<file path="src/rtl/bcd_timekeeper.sv">
// BCD hh:mm:ss timekeeper with debounced mode/inc keys and a RUN/SET_H/SET_M/SET_S state machine.
// Optional field blinking while setting is enabled by defining SET_BLINK_EN.
module bcd_timekeeper #(
    parameter int TICK_DIV = 1000,
    parameter int DEB_CYC  = 20
) (
    input  logic        clk1khz,
    input  logic        rst_n,
    input  logic        key_mode,
    input  logic        key_inc,
    output logic [23:0] dispnum,
    output logic [1:0]  mode,
    output logic        sec_tick,
    output logic        hour_chime
);

    typedef enum logic [1:0] {
        RUN   = 2'd0,
        SET_H = 2'd1,
        SET_M = 2'd2,
        SET_S = 2'd3
    } state_t;

    localparam int PW = (TICK_DIV > 1) ? $clog2(TICK_DIV) : 1;
    localparam int DW = (DEB_CYC > 1) ? $clog2(DEB_CYC) : 1;
    localparam logic [PW-1:0] PRESC_MAX = PW'(TICK_DIV - 1);
    localparam logic [DW-1:0] DEB_MAX   = DW'(DEB_CYC - 1);

    state_t state, state_nxt;

    logic [1:0]    key_raw, sync_a, sync_b, key_lvl, key_lvl_q, key_press;
    logic [DW-1:0] deb_cnt [2];
    logic          mode_press, inc_press;

    logic [PW-1:0] presc;
    logic          tick, tick_q, chime_q, chime_nxt;
    logic [7:0]    hr, mn, sc, hr_nxt, mn_nxt, sc_nxt;
    logic [23:0]   disp_nxt;

    function automatic logic [7:0] inc60(input logic [7:0] v);
        logic [7:0] r;
        if (v[3:0] == 4'd9) r = (v[7:4] == 4'd5) ? 8'h00 : {v[7:4] + 4'd1, 4'd0};
        else                r = {v[7:4], v[3:0] + 4'd1};
        return r;
    endfunction

    function automatic logic [7:0] inc24(input logic [7:0] v);
        logic [7:0] r;
        if (v == 8'h23)          r = 8'h00;
        else if (v[3:0] == 4'd9) r = {v[7:4] + 4'd1, 4'd0};
        else                     r = {v[7:4], v[3:0] + 4'd1};
        return r;
    endfunction

    // Bit 0 is the mode key, bit 1 the inc key; a level flips only after DEB_CYC equal samples.
    assign key_raw = {key_inc, key_mode};

    always_ff @(posedge clk1khz or negedge rst_n) begin
        if (!rst_n) begin
            sync_a    <= '0;
            sync_b    <= '0;
            key_lvl   <= '0;
            key_lvl_q <= '0;
            for (int k = 0; k < 2; k++) deb_cnt[k] <= '0;
        end else begin
            sync_a    <= key_raw;
            sync_b    <= sync_a;
            key_lvl_q <= key_lvl;
            for (int k = 0; k < 2; k++) begin
                if (sync_b[k] == key_lvl[k]) begin
                    deb_cnt[k] <= '0;
                end else if (deb_cnt[k] == DEB_MAX) begin
                    key_lvl[k] <= sync_b[k];
                    deb_cnt[k] <= '0;
                end else begin
                    deb_cnt[k] <= deb_cnt[k] + DW'(1);
                end
            end
        end
    end

    assign key_press  = key_lvl & ~key_lvl_q;
    assign mode_press = key_press[0];
    assign inc_press  = key_press[1];

    assign tick = (state == RUN) && (presc == PRESC_MAX);
    assign mode = state;

    always_comb begin
        state_nxt = state;
        hr_nxt    = hr;
        mn_nxt    = mn;
        sc_nxt    = sc;
        chime_nxt = 1'b0;
        if (tick) begin
            sc_nxt = inc60(sc);
            if (sc == 8'h59) begin
                mn_nxt = inc60(mn);
                if (mn == 8'h59) begin
                    hr_nxt    = inc24(hr);
                    chime_nxt = 1'b1;
                end
            end
        end
        // A mode press wins over a simultaneous inc press.
        if (mode_press) begin
            unique case (state)
                RUN:     state_nxt = SET_H;
                SET_H:   state_nxt = SET_M;
                SET_M:   state_nxt = SET_S;
                SET_S:   state_nxt = RUN;
                default: state_nxt = RUN;
            endcase
        end else if (inc_press) begin
            unique case (state)
                SET_H:   hr_nxt = inc24(hr);
                SET_M:   mn_nxt = inc60(mn);
                SET_S:   sc_nxt = inc60(sc);
                default: ;
            endcase
        end
    end

`ifdef SET_BLINK_EN
    localparam logic [PW-1:0] BLINK_AT = PW'(TICK_DIV / 2);

    always_comb begin
        disp_nxt = {hr, mn, sc};
        if (presc >= BLINK_AT) begin
            unique case (state)
                SET_H:   disp_nxt[23:16] = 8'hFF;
                SET_M:   disp_nxt[15:8]  = 8'hFF;
                SET_S:   disp_nxt[7:0]   = 8'hFF;
                default: ;
            endcase
        end
    end
`else
    assign disp_nxt = {hr, mn, sc};
`endif

    always_ff @(posedge clk1khz or negedge rst_n) begin
        if (!rst_n) begin
            state      <= RUN;
            presc      <= '0;
            hr         <= 8'h00;
            mn         <= 8'h00;
            sc         <= 8'h00;
            tick_q     <= 1'b0;
            chime_q    <= 1'b0;
            sec_tick   <= 1'b0;
            hour_chime <= 1'b0;
            dispnum    <= 24'h000000;
        end else begin
            state <= state_nxt;
            // Leaving SET_S restarts the second so the first tick is a full period away.
            if ((state == SET_S) && mode_press) presc <= '0;
            else if (presc == PRESC_MAX)        presc <= '0;
            else                                presc <= presc + PW'(1);
            hr         <= hr_nxt;
            mn         <= mn_nxt;
            sc         <= sc_nxt;
            tick_q     <= tick;
            chime_q    <= chime_nxt;
            sec_tick   <= tick_q;
            hour_chime <= chime_q;
            dispnum    <= disp_nxt;
        end
    end

endmodule
</file>
<file path="config.mk">
export PLATFORM = sky130hd
export DESIGN_NAME = bcd_timekeeper
export DESIGN_NICKNAME = d
export VERILOG_FILES = /design/src/rtl/bcd_timekeeper.sv
export SDC_FILE = /design/constraint.sdc
export NUM_CORES = 1
export LEC_CHECK = 0
export ABC_CLOCK_PERIOD_IN_PS = 1900
export CORE_MARGIN = 3
export CORE_UTILIZATION = 45
export DETAILED_ROUTE_END_ITERATION = 7
export DONT_BUFFER_PORTS = 1
export REMOVE_ABC_BUFFERS = 1
export SLEW_MARGIN = 10
export SYNTH_ARGS = -nofsm -noshare
export SYNTH_HDL_FRONTEND = slang
export SYNTH_SLANG_ARGS = --single-unit
export TNS_END_PERCENT = 5
</file>
<file path="constraint.sdc">
create_clock -name clk1khz -period 1.9 [get_ports clk1khz]
set_input_delay 0.475 -clock clk1khz [delete_from_list [all_inputs] [get_ports clk1khz]]
set_output_delay 0.475 -clock clk1khz [all_outputs]
set_load 0.05 [all_outputs]
</file>
==> flow_summary.yaml <==
power_and_ir_drop:
  p_leak_nw: 1.847
  ir_drop_uv: 361.4
  p_total_mw: 3.127
  power_density_nw_per_um2: 823.2
worst_setup_path:
  max_stage_delay_ps: 380
  crit_path_end_kind: "flop"
  critPathLaunch: "presc[1]$_DFF_PN0_"
  path_cells: "ha_2 > and4bb_4 > nand4_4 > o21a_4 > and2b_1 > mux2_2"
  ff2ff_path_depth: 6
  cp_num_cells: 6
  ff2ff_setup_slack_ps: 70
  worst_path_max_delay_cell: "dfrtp_1"
  reg2reg_from: "presc[1]$_DFF_PN0_"
  path_max_fanout: 9
  crit_type: "flop to flop"
  cp_top_family: "simple AND/OR/NAND/NOR gates"
  cp.required_ps: 2130
  path_buf_inv: 0
  r2r-end: "mn[1]$_DFF_PN0_"
  endpoint: "mn[1]$_DFF_PN0_"
  cp-start-kind: "flop"
  cp.arrival_ps: 2060
sta:
  relSlewSlack_pct: 70.14
  tns_ps: 0
  fmax_ghz: 0.5455
  hold-worst-slack_ps: -185.9
  setup_viol: 0
  final_hold_viol_count: 82
  period_needed_ps: 1833
  slew_violations: 0
  worst_pin_slew_ps: 448.2
  skew_ps: 12.33
  timing.final.crit_share_pct: 96.49
logic_synthesis:
  syn_area_um2: 3294
  synthCells: 268
  synth.most_common_cell: "dfrtp_1"
  async_reset_ff_share_pct: 100.0
  yosys_warnings: 0
  yosysSeqAreaShare_pct: 62.29
  netlist_top_cells_count: "dfrtp_1 (82), nor2_1 (26), nand2_1 (21)"
  synth_top_family_by_area: "simple AND/OR/NAND/NOR gates"
  synth_edf_count: 0
  synth-xor-area-share_pct: 5.849
  muxShareOfSynthArea_pct: 2.697
  synth-simple-area-share_pct: 17.62
  synth-compound-area-share_pct: 5.659
  synth.distinct_cells: 40
  ys.flop_type: "dfrtp_1"
  ys_ff_latch: 82
  synthTopCellsByArea: "dfrtp_1 (62%), ha_1 (4.2%), xnor2_1 (3.7%)"
  synthAdderAreaFrac_pct: 4.178
  synth_top_cell_area_share_pct: 62.29
  synth.avg_cell_area_um2: 12.29
  yosysTopAreaCell: "dfrtp_1"
die:
  die_h_um: 91.56
  coreArea_um2: 6944
  rows: 30
  die_w_um: 91.56
  initial_core_util_pct: 47.44
  boundaryPins: 32
  dieArea_um2: 8383
finish:
  fillCellCount: 610
  finish.utilization_pct: 54.70
  area_growth_pct: 15.31
  drive_gt1_share_pct: 17.76
  insertedDiodeCount: 0
  fin_nets: 315
route:
  drtAntennaViolNets: 0
  routed_via_density: 4.940
  drtPass1Iterations: 4
  vias: 1976
  drc_errors: 0
  drt-initial-drc-count: 43
  post_drt_wl_per_cell_um: 12.36
  wl_um: 4943
placement:
  hpwl_um: 3309
  gp_congestion: 0.7807
  io_buffers: 0
status:
  outcome: "finished with violations"
  violations: "negative hold slack"
clock_tree:
  tritoncts: "built"
  clk_latency_ps: 340
  clk_pin_slew_ps: 80
  htree_num_levels: 3
  clk_path_buf_depth: 2
  cts_sinks: 82
  cts_buffers: 9
  root_buffer: "clkbuf_8"
global_routing:
  grt_util_all_layers_pct: 13.01
  grt_pass1_wl_um: 8625
  grt-ovfl-total: 0
  grt_max_degree: 83
  antenna_found_initial: 0
  first_global_vias: 1957
min_path:
  hp-class: "input port to async pin"
run:
  max_cap_viol_count: 0
==> flip-flops by register name (all words and copies together), names as in the netlist <==
register,count
deb_cnt,10
sync_b,2
key_lvl,2
mode,2
sync_a,2
hr,8
sec_tick,1
hour_chime,1
presc,10
sc,8
mn,8
tick_q,1
chime_q,1
dispnum,24
key_lvl_q,2
==> metrics by stage <==
| step | instance area [um2] | cells | hold slack [ps] | setup WS [ps] |
|---|---|---|---|---|
| after floorplan | 3283 | 267 | 179.4 | -94.86 |
| after global placement | 3546 | 382 | 181.6 | 26.44 |
| after detailed placement | 3546 | 382 | 181.4 | -17.84 |
| after CTS | 3764 | 397 | -203.7 | 11.31 |
| after global routing | 3799 | 400 | -224.3 | -4.334 |
| final | 3799 | 400 | -185.9 | 66.75 |
==> cell usage in the layout (no fill, tap or decap), types with 7 or more instances in the layout <==
cell / n
buf_4: 21
xor2_1: 8
clkbuf_8: 9
o21ai_0: 15
nor2_1: 26
dfrtp_1: 82
nand3_1: 14
nor2b_1: 8
nand2_1: 21
xnor2_1: 14
ha_1: 10
inv_1: 11
mux2_2: 7
==> power by group <==
part,internal [mW],switching [mW],total (mW),leakage [nW]
Clock,0.736,0.599,1.34,0.102
Combinational,0.0124,0.0117,0.0241,0.629
Sequential,1.76,0.00952,1.77,1.12
==> what timing repair did <==
action / CTS / global route
resized for setup: 1 / 4
setup endpoints to repair: 2 / 9
pin swaps: 0 / 3
gates cloned: 0 / 0
hold endpoints to repair: 82 / 82
setup buffers: 0 / 3
==> logic make-up (layout without fill, tap and decap cells) <==
group / after synthesis / after routing
compound gates: 28 / 28
xor+xnor: 22 / 22
fa+ha+maj: 11 / 11
buf+inv: 13 / 49
flops: 82 / 82
mux: 8 / 8
simple gates: 104 / 104
==> worst min-delay path by stage <==
stage,start,end,slack (ps),cells past startpoint
2_1_floorplan,rst_n,chime_q$_DFF_PN0_,180,0
3_3_place_gp,rst_n,dispnum[4]$_DFF_PN0_,180,0
3_5_place_dp,rst_n,dispnum[4]$_DFF_PN0_,180,0
4_1_cts,rst_n,dispnum[4]$_DFF_PN0_,-200,0
5_1_grt,rst_n,dispnum[4]$_DFF_PN0_,-220,0
6_report,rst_n,dispnum[4]$_DFF_PN0_,-190,0
==> area by class of cell <==
cell class              instances  area [um2]  share of cell area, %
clock inverters                 6       92.59                  2.437
repair buffers                 22       168.9                  4.447
multi-input cells             173        1196                  31.49
inverters                      12       45.04                  1.186
flip-flops and latches         82        2052                  54.02
clock buffers                   9       123.9                  3.261
well taps                      96       120.1                  3.162
==> metal layers <==
layer  vias up  global-route usage [%]  share of wire [%]
met5         -                       0                  0
met4         0                   5.779                1.3
met3         5                   4.971                4.4
met2        31                   19.78                 47
met1       969                   16.45                 48
li1        971                       -                  -
==> worst reg2reg max path: cells and delay by family (launching register included) <==
kind	cells	cell delay, ps
muxes	1	320
DFF	1	380
and+or+nand+nor	3	570
adders and majority gates	1	190
AOI/OAI and AO/OA	1	260
Note: power is estimated with default switching activity, not from simulation.
